--- src/rtl/des_key_loader.sv ---
// Assembles a 192-bit 3DES key bundle from WORD_W-bit beats and holds it for des_key_schedule.
// Optional byte parity checking is compiled in when DES_KEY_PARITY_EN is defined.
module des_key_loader #(
  parameter int WORD_W = 32
) (
  input  logic              clk,
  input  logic              n_rst,
  input  logic              clear,
  input  logic              in_valid,
  output logic              in_ready,
  input  logic [WORD_W-1:0] in_data,
  input  logic              in_is_encrypt,
  output logic [0:191]      Sk,
  output logic              is_encrypt,
  output logic              key_valid,
  input  logic              key_ack,
  output logic              parity_err,
  output logic              weak_key,
  output logic [1:0]        dbg_state
);

  localparam int NUM_WORDS = 192 / WORD_W;
  localparam int CNT_W     = $clog2(NUM_WORDS);
  localparam logic [CNT_W-1:0] LAST_CNT = CNT_W'(NUM_WORDS - 1);

  typedef enum logic [1:0] {
    IDLE = 2'd0,
    LOAD = 2'd1,
    HOLD = 2'd2
  } state_t;

  state_t           state;
  state_t           state_next;
  logic [CNT_W-1:0] cnt;
  logic             accept;

  // Handshake: a beat transfers on a rising edge where in_valid & in_ready
  // (and clear is low). in_ready and key_valid depend only on the state register.
  always_comb begin
    state_next = state;
    in_ready   = 1'b0;
    key_valid  = 1'b0;
    accept     = 1'b0;
    case (state)
      IDLE: begin
        in_ready = 1'b1;
        accept   = in_valid;
        if (in_valid) state_next = LOAD;
      end
      LOAD: begin
        in_ready = 1'b1;
        accept   = in_valid;
        if (in_valid && cnt == LAST_CNT) state_next = HOLD;
      end
      HOLD: begin
        key_valid = 1'b1;
        if (key_ack) state_next = IDLE;
      end
      default: state_next = IDLE;
    endcase
    if (clear) begin
      state_next = IDLE;
      accept     = 1'b0;
    end
  end

  always_ff @(posedge clk or negedge n_rst) begin
    if (!n_rst) state <= IDLE;
    else        state <= state_next;
  end

  always_ff @(posedge clk or negedge n_rst) begin
    if (!n_rst) begin
      cnt        <= '0;
      Sk         <= '0;
      is_encrypt <= 1'b0;
    end else if (clear) begin
      cnt        <= '0;
      Sk         <= '0;
      is_encrypt <= 1'b0;
    end else begin
      if (accept) begin
        for (int w = 0; w < NUM_WORDS; w++) begin
          if (cnt == CNT_W'(w)) Sk[w*WORD_W +: WORD_W] <= in_data;
        end
        if (state == IDLE) is_encrypt <= in_is_encrypt;
        if (cnt != LAST_CNT) cnt <= cnt + CNT_W'(1);
      end
      if (state == HOLD && key_ack) cnt <= '0;
    end
  end

  // Bit 8n+7 of each key is its parity bit (LSB of each byte in MSB-first order).
  localparam logic [0:63] KEY_MASK = {8{8'hFE}};
  logic [0:63] k1_masked;
  logic [0:63] k2_masked;
  logic [0:63] k3_masked;

  assign k1_masked = Sk[0:63]    & KEY_MASK;
  assign k2_masked = Sk[64:127]  & KEY_MASK;
  assign k3_masked = Sk[128:191] & KEY_MASK;
  assign weak_key  = key_valid & ((k1_masked == k2_masked) | (k2_masked == k3_masked));

`ifdef DES_KEY_PARITY_EN
  logic [23:0] byte_odd;
  always_comb begin
    byte_odd = '0;
    for (int n = 0; n < 24; n++) byte_odd[n] = ^Sk[8*n +: 8];
  end
  assign parity_err = key_valid & ~(&byte_odd);
`else
  assign parity_err = 1'b0;
`endif

  assign dbg_state = state;

endmodule

--- config.mk ---
export PLATFORM = sky130hd
export DESIGN_NAME = des_key_loader
export DESIGN_NICKNAME = d
export VERILOG_FILES = /design/src/rtl/des_key_loader.sv
export SDC_FILE = /design/constraint.sdc
export NUM_CORES = 1
export LEC_CHECK = 0
export ABC_AREA = 1
export CORE_MARGIN = 1.5
export CORE_UTILIZATION = 54
export DETAILED_ROUTE_END_ITERATION = 7
export PLACE_DENSITY = 0.94
export SLEW_MARGIN = 25
export SYNTH_ARGS = -nofsm -noshare
export SYNTH_HDL_FRONTEND = slang
export SYNTH_SLANG_ARGS = --single-unit
--- constraint.sdc ---
create_clock -name clk -period 3 [get_ports clk]
set_clock_uncertainty 0.15 [all_clocks]
set_input_delay 0.6 -clock clk [delete_from_list [all_inputs] [get_ports clk]]
set_output_delay 0.6 -clock clk [all_outputs]
set_load 0.02 [all_outputs]
# == Yosys cells after proc, flatten, opt, wreduce, memory -nomap -nowiden ==
# Index checks and enable logic that the tools add are counted.
# word_totals
regBits,198
in_bits,38
out_inout_bits,199
word_cells,73
# classes
n_addsub,1
n_eq_ne,13
n_mux,24
bitwise,2
reduce_logical,24
# ops
op,count
two-way mux 192 bit,2
two-way mux 32 bit,6
== test 56 bit,2
AND reduction 2 bit,8
nonzero test 2 bit,8
two-way mux 3 bit,4
"inequality test 3 bit, second input constant",4
two-way mux 2 bit,4
two-way mux 1 bit,7
"== test 3 x 2 -> 1 bit, second input constant",2
"== test 3 bit, second input constant",2
case mux 2 bit (3 select lines),1
nonzero test 3 bit,2
"adder 3 x 1 -> 3 bit, second input constant",1
"== test 3 x 1 -> 1 bit, second input constant",1
logical NOT 3 bit,1
AND reduction 3 bit,1
"== test 2 x 1 -> 1 bit, second input constant",1
"== test 2 bit, second input constant",1
logical AND 1 bit,2
logical NOT 2 bit,1
OR reduction 2 bit,1
bitwise AND 1 bit,1
bitwise OR 1 bit,1

# == Logic depth before layout (Yosys ltp) ==
# logic_depth
depth_word,7
depth_mapped,10

# == Worst setup path before layout ==
# OpenSTA, ideal clock, no wires.
# synth_timing
path_kind,flip-flop to output port
start,"reg state[1], in the netlist dbg_state[1]"
end,out weak_key
t_arrival_ns,1.435
t_required_ns,2.250
slack_ns,0.815
path_stages_with_launch,5
path_cell_list,dfrtp_1 -> inv_2 -> nor2_1 -> inv_1 -> a21oi_1
# synth_between
elab_chain_len,3
# synth_rtl
item,line,text
"start, declared",32,state_t state;
"start signal, assigned",69,else state <= state_next;
== test 2 bit,44,case (state)
two-way mux 1 bit,44,
named net key_valid,15,"output logic key_valid,"
bitwise AND 1 bit,102,assign weak_key = key_valid & ((k1_masked == k2_masked) | (k2_masked == k3_masked));
"end, declared",18,"output logic weak_key,"
# The timed path passes the listed nets, and every way through them passes these cells.

# == Final worst setup path ==
# layout_timing
start,reg Sk[78] in the netlist's numbering
end,out weak_key
# layout_between
elab_chain_len,3
# layout_rtl
item,line,text
"start, declared",13,"output logic [0:191] Sk,"
"start signal, assigned by index",84,if (cnt == CNT_W'(w)) Sk[w*WORD_W +: WORD_W] <= in_data;
== test 56 bit,102,
bitwise OR 1 bit *,102,
bitwise AND 1 bit *,102,
# Every way passes the cells marked *; elsewhere a longest branch is shown, timed or not.

==> metrics.txt <==
Worst Setup End Kind output port; Clock Latency Late Sink 0.44 ns; Placed Area 12350 µm²; Peak Freq 354.9 MHz; Num Clock Sinks 198; register area share after synthesis 0.5102; Final min period 2.818 ns; H-tree levels 4; First DRT Iteration DRCs 709; CTS buffer count 17; CTS max path bufs 2; P&R area growth vs syn 33.38%; vias in the first global route 8776; Top Metal Used met4; die width 137.1 µm; I/O Pins 237; via count 9008; Post-Syn Instances 1222; Post-Synthesis Net Count 1265; drt wl/cell 16.51 µm; Die ar. 18800 µm²; Final setup viols 0; largest area contributor in the netlist dfrtp_1; WP data arrival 2.07 ns; synthesized area 9712 µm²; hpwl dp 20380 µm; Final Wtd Congestion 0.8576; metal3 WL 2314 µm; gr ovfl total 0; CP max FO 4; Startpoint Class flip-flop; initial antenna violation count 0; Worst Hold Class in2async; maximum vdd drop 0.5587 mV; Pwr Density 649.3 nW/µm²; core region area 17420 µm²; met2 WL 13960 µm; syn_area_per_cell 7.947 µm²; status finished with violations; Final Max Slew Viols 0; M1 WL 10880 µm; critical path data required time 2.25 ns; Hold WS -0.005497 ns; maxcap violations 0; Total Wirelength 27990 µm; TritonCTS clock tree built; nets 1500; post-synth cell types 28; final hold vios 13; Rows 48; top cells by area, synth dfrtp_1 (51%), nand2_1 (17%), o21ai_0 (7.8%); synth warn 0; Via density 5.314; PortBufs 235; Final period util 0.9392; clock-pin slew on the worst setup and hold paths 0.08 ns; Chip Height 137.1 µm; starting density of the core 0.5576; Root Driver clkbuf_16; RSZ-0062 raised after global routing false; share of the synthesized area in the top cell type 0.5102; DRC 0; 1st-pass router iterations 6; total track usage 0.3043; first-pass GRT wire length 43710 µm; setup TNS 0 ns; Worst slew margin 0.6467; final instance area 12950 µm²; ANT cells 0; failing checks negative hold slack; Power Total 8410 µW; Detail Route Antenna Nets 0; transition time of the tightest slew-check pin 0.5280 ns; P_leak 0.006273 µW; share of cells above drive strength 1 0.07619; #FFs+latches synth 198; largest net degree at the start of global routing 63; Post CTS Setup Buffer Count 0; Worst Setup Path Type reg2out
cells by family after synthesis:
| kind of cell | share of synthesized area |
|---|---|
| xor gates and xnor gates | 0.01894 |
| buffers and inverters | 0.09830 |
| AOI/OAI and AO/OA | 0.08967 |
| other | 0.0003861 |
| adders and majority gates | 0.006442 |
| muxes | 0.05643 |
| and+or+nand+nor | 0.2197 |
| DFF | 0.5102 |
worst max-delay path: stages (launching register included):
cell,delay (ns)
dfrtp_1,0.41
inv_1,0.09
nand2_1,0.06
nand2_1,0.05
nor2_1,0.24
nand2_1,0.13
nor2_1,0.12
nand2_1,0.06
nor2_1,0.08
nand2_1,0.06
a21oi_1,0.13
buf_2,0.20
flip-flops by register name, indices dropped and copies added, names as in the netlist:
register	cells
Sk	192
cnt	3
dbg_state	2
is_encrypt	1
worst paths after layout:
kind                         start        to  slack, ns  cells past startpoint
hold / removal               n_rst   Sk[129]     -0.005                      1
min in group clk           Sk[151]   Sk[151]       0.36                      1
hold reg to reg            Sk[151]   Sk[151]       0.36                      1
setup / recovery            Sk[78]  weak_key       0.18                     11
setup reg to reg            cnt[1]   Sk[174]       1.00                      6
max in group asynchronous    n_rst   Sk[135]       1.98                      2
layout make-up:
type	instances	area, µm²
multi-input cells	798	3830
well taps	225	281.5
fillers	1177	4463
clock inverters	15	176.4
clock buffers	17	425.4
repair buffers	255	2584
flip-flops and latches	198	4955
inverters	187	701.9
metal layers:
metal / vias up / GRT usage
li1: 4203 / -
met1: 4296 / 0.3741
met2: 443 / 0.5215
met3: 66 / 0.06593
met4: 0 / 0.1222
met5: - / 0
power by group:
group / total (µW) / leakage, µW / internal (µW) / switching [µW]
logic: 2730 / 0.00341 / 1140 / 1600
clock network: 2310 / 0.000293 / 1130 / 1170
registers: 3370 / 0.00257 / 3020 / 352
what timing repair did:
| action | CTS | global route |
|---|---|---|
| resized for setup | 3 | 4 |
| hold buffers | 0 | 0 |
| endpoints found under the setup margin | 1 | 1 |
| cloned | 0 | 0 |
| endpoints found under the hold margin | 0 | 0 |
Yosys cell counts:
library cell,number
clkbuf_1,9
buf_2,14
nand3_1,3
nor3_1,1
mux2_4,8
nor2_1,103
mux2_1,1
buf_4,5
nand2_1,442
o21ai_0,151
ha_1,5
a31oi_1,1
a21oi_1,7
xor2_1,21
nand2_2,1
inv_2,3
o21ai_2,3
o21ai_1,1
clkbuf_2,2
conb_1,1
dfrtp_1,198
o21ai_4,2
a32o_1,1
mux2_2,37
nand4_1,8
nand2_4,1
buf_6,9
inv_1,184
cells in the final DEF (no fill, tap or decap), types with 8 or more instances in the layout:
cell type        netlist  final
mux2_4                 8      8
xor2_1                21     21
clkbuf_16              0     17
mux2_2                37     37
inv_1                184    184
clkdlybuf4s50_1        0    232
o21ai_0              151    151
nand4_1                8      8
buf_4                  5     13
nor2_1               103    101
dfrtp_1              198    198
nand2_1              442    442
through the flow:
stage | hold slack (ns) | setup slack, ns | utilization | std cells
2_1_floorplan | 0.1544 | 0.8152 | - | 1222
3_3_place_gp | 0.3187 | 0.1793 | 0.7092 | 1663
3_5_place_dp | 0.3364 | 0.1714 | 0.7092 | 1663
4_1_cts | 0.009132 | 0.01320 | 0.7438 | 1695
5_1_grt | 0.01172 | 0.03638 | 0.7438 | 1695
6_report | -0.005497 | 0.1823 | 0.7438 | 1695
No activity file was read; power rests on OpenSTA's default activity.
==> variant (config.mk and constraints unchanged) <==
Register the output `dbg_state` once more, with the module's reset; this adds one clock of latency there. The other outputs are not delayed to match.
--- a/src/rtl/des_key_loader.sv
+++ b/src/rtl/des_key_loader.sv
@@ -113,5 +113,11 @@
 `endif
 
-  assign dbg_state = state;
+  always_ff @(posedge clk or negedge n_rst) begin
+    if (!n_rst) begin
+      dbg_state <= '0;
+    end else begin
+      dbg_state <= state;
+    end
+  end
 
 endmodule
Function: changed (a bounded check fails within 4 cycles, from zero or initial values and one cycle with n_rst low).
==> variant against the unedited design <==
Total power up 0.52%. Register-to-register slack worse by 0.23 ns. Final area up 0.16%. Area after synthesis unchanged. Routed wire length up 5.3%. Worst hold slack better by 0.047 ns. Sequential cell count up 2. Worst setup slack better by 0.0041 ns. Count of clock-buffer cells in the layout unchanged.
==> variant: results (changes against the unedited design) <==
| Metric | Value |
|---|---|
| Max transition margin | 0.5803 (-0.06639) |
| Unique masters post-synth | 30 (+7.1%) |
| Via count | 8989 (-0.21%) |
| CTS H-tree depth | 4 (unchanged) |
| Nets | 1499 (-0.067%) |
| Initial antenna violation count | 0 (unchanged) |
| Ranking of synthesized cells by area | dfrtp_1 52%, nand2_1 17%, o21ai_0 7.7% |
| Reg2reg end | Sk[50]$_DFFE_PN0P_ |
| VDD IR max | 0.0004398 V (-21%) |
| Post-synthesis sequential area ratio | 0.5153 (+0.005153) |
| First-pass GRT wire length | 45480 um (+4.0%) |
| Cell Count Post-Placement | 1659 (-0.24%) |
| Pre-CTS WS | 0.1664 ns (-0.004949 ns) |
| Post-DP HPWL | 20910 um (+2.6%) |
| Detailed Route Iter0 Violations | 777 (+9.6%) |
| Most common library cells after synthesis | 441 x nand2_1, 200 x dfrtp_1, 186 x inv_1 |
| Vias in the first global route | 8949 (+2.0%) |
| WL/cell | 17.41 um (+5.5%) |
| FF-to-FF setup slack | 0.77 ns (-0.23 ns) |
| Largest net degree at the start of global routing | 74 (+17%) |
| Share of layout cells above drive strength 1 | 0.07425 (-0.001940) |
| Total Wirelength | 29480 um (+5.3%) |
| Pleak | 6.276 nW (about the same) |
| GRT Total Usage | 0.3218 (+0.01752) |
| Sw Ratio | 0.3596 (-0.01164) |
| Synthesized instance count | 1220 (-0.16%) |
| Drt pass-1 iters | 5 (-1) |
| GPL Wtd Cong | 0.8789 (+2.5%) |
| R2R cell count | 7 (+1) |
| Synth Net Count | 1263 (-0.16%) |
| Status | completed |
variant: how the worst max path moves through the flow:
stage | from | end | slack, ns | cells past startpoint
global placement | Sk[115]$_DFFE_PN0P_ | weak_key | 0.15 | 11
global route | Sk[50]$_DFFE_PN0P_ | weak_key | 0.08 | 11
finish | Sk[116]$_DFFE_PN0P_ | weak_key | 0.19 | 9
floorplan | Sk[115]$_DFFE_PN0P_ | weak_key | 0.82 | 10
detailed placement | Sk[88]$_DFFE_PN0P_ | weak_key | 0.17 | 11
CTS | Sk[114]$_DFFE_PN0P_ | weak_key | 0.04 | 11
variant: cell families after synthesis:
kind of cell | synth area share
xor+xnor | 0.01894
flops | 0.5153
compound gates | 0.09018
other cells | 0.0003861
fa+ha+maj | 0.006442
mux | 0.05334
buf+inv | 0.09753
simple gates | 0.2179
variant: layout make-up:
type	instances	area [um2]
fillers	1186	4442
inverters	188	708.2
repair buffers	256	2591
multi-input cells	793	3795
well taps	225	281.5
flip-flops and latches	200	5007
clock buffers	17	425.4
clock inverters	14	166.4
variant: stage by stage:
step | area (um2) | hold slack (ns) | total power, mW
5_1_grt | 12970 | 0.08252 | 8.850
2_1_floorplan | 9712 | 0.1544 | 4.829
3_5_place_dp | 12350 | 0.2823 | 6.104
4_1_cts | 12950 | 0.05491 | 8.456
3_3_place_gp | 12350 | 0.2599 | 6.010
6_report | 12970 | 0.04125 | 8.454
variant: power groups by stage:
stage	logic, mW	clock network (mW)	registers, mW
2_1_floorplan	1.05	0	3.78
3_5_place_dp	2.67	0	3.43
5_1_grt	2.95	2.46	3.44
3_3_place_gp	2.60	0	3.41
6_report	2.73	2.33	3.40
4_1_cts	2.71	2.36	3.39
variant: critical path: cells and delay by family (launching register included):
| family | cells | cell delay, ns |
|---|---|---|
| DFF | 1 | 0.43 |
| buffers and inverters | 2 | 0.31 |
| AOI/OAI and AO/OA | 1 | 0.14 |
| and+or+nand+nor | 6 | 0.75 |
variant: per-layer routing:
layer	track usage	share of wire	vias up
met5	0	0	-
met4	0.1327	0.028	0
met3	0.09185	0.090	66
met2	0.5539	0.50	449
met1	0.3777	0.38	4277
li1	-	-	4197
variant: repair_timing:
action                                  CTS  global route
endpoints found under the setup margin    1             1
pin swaps                                 0             0
resized for setup                         4             6
endpoints found under the hold margin     0             0
setup buffers                             0             3
hold buffers                              0             0
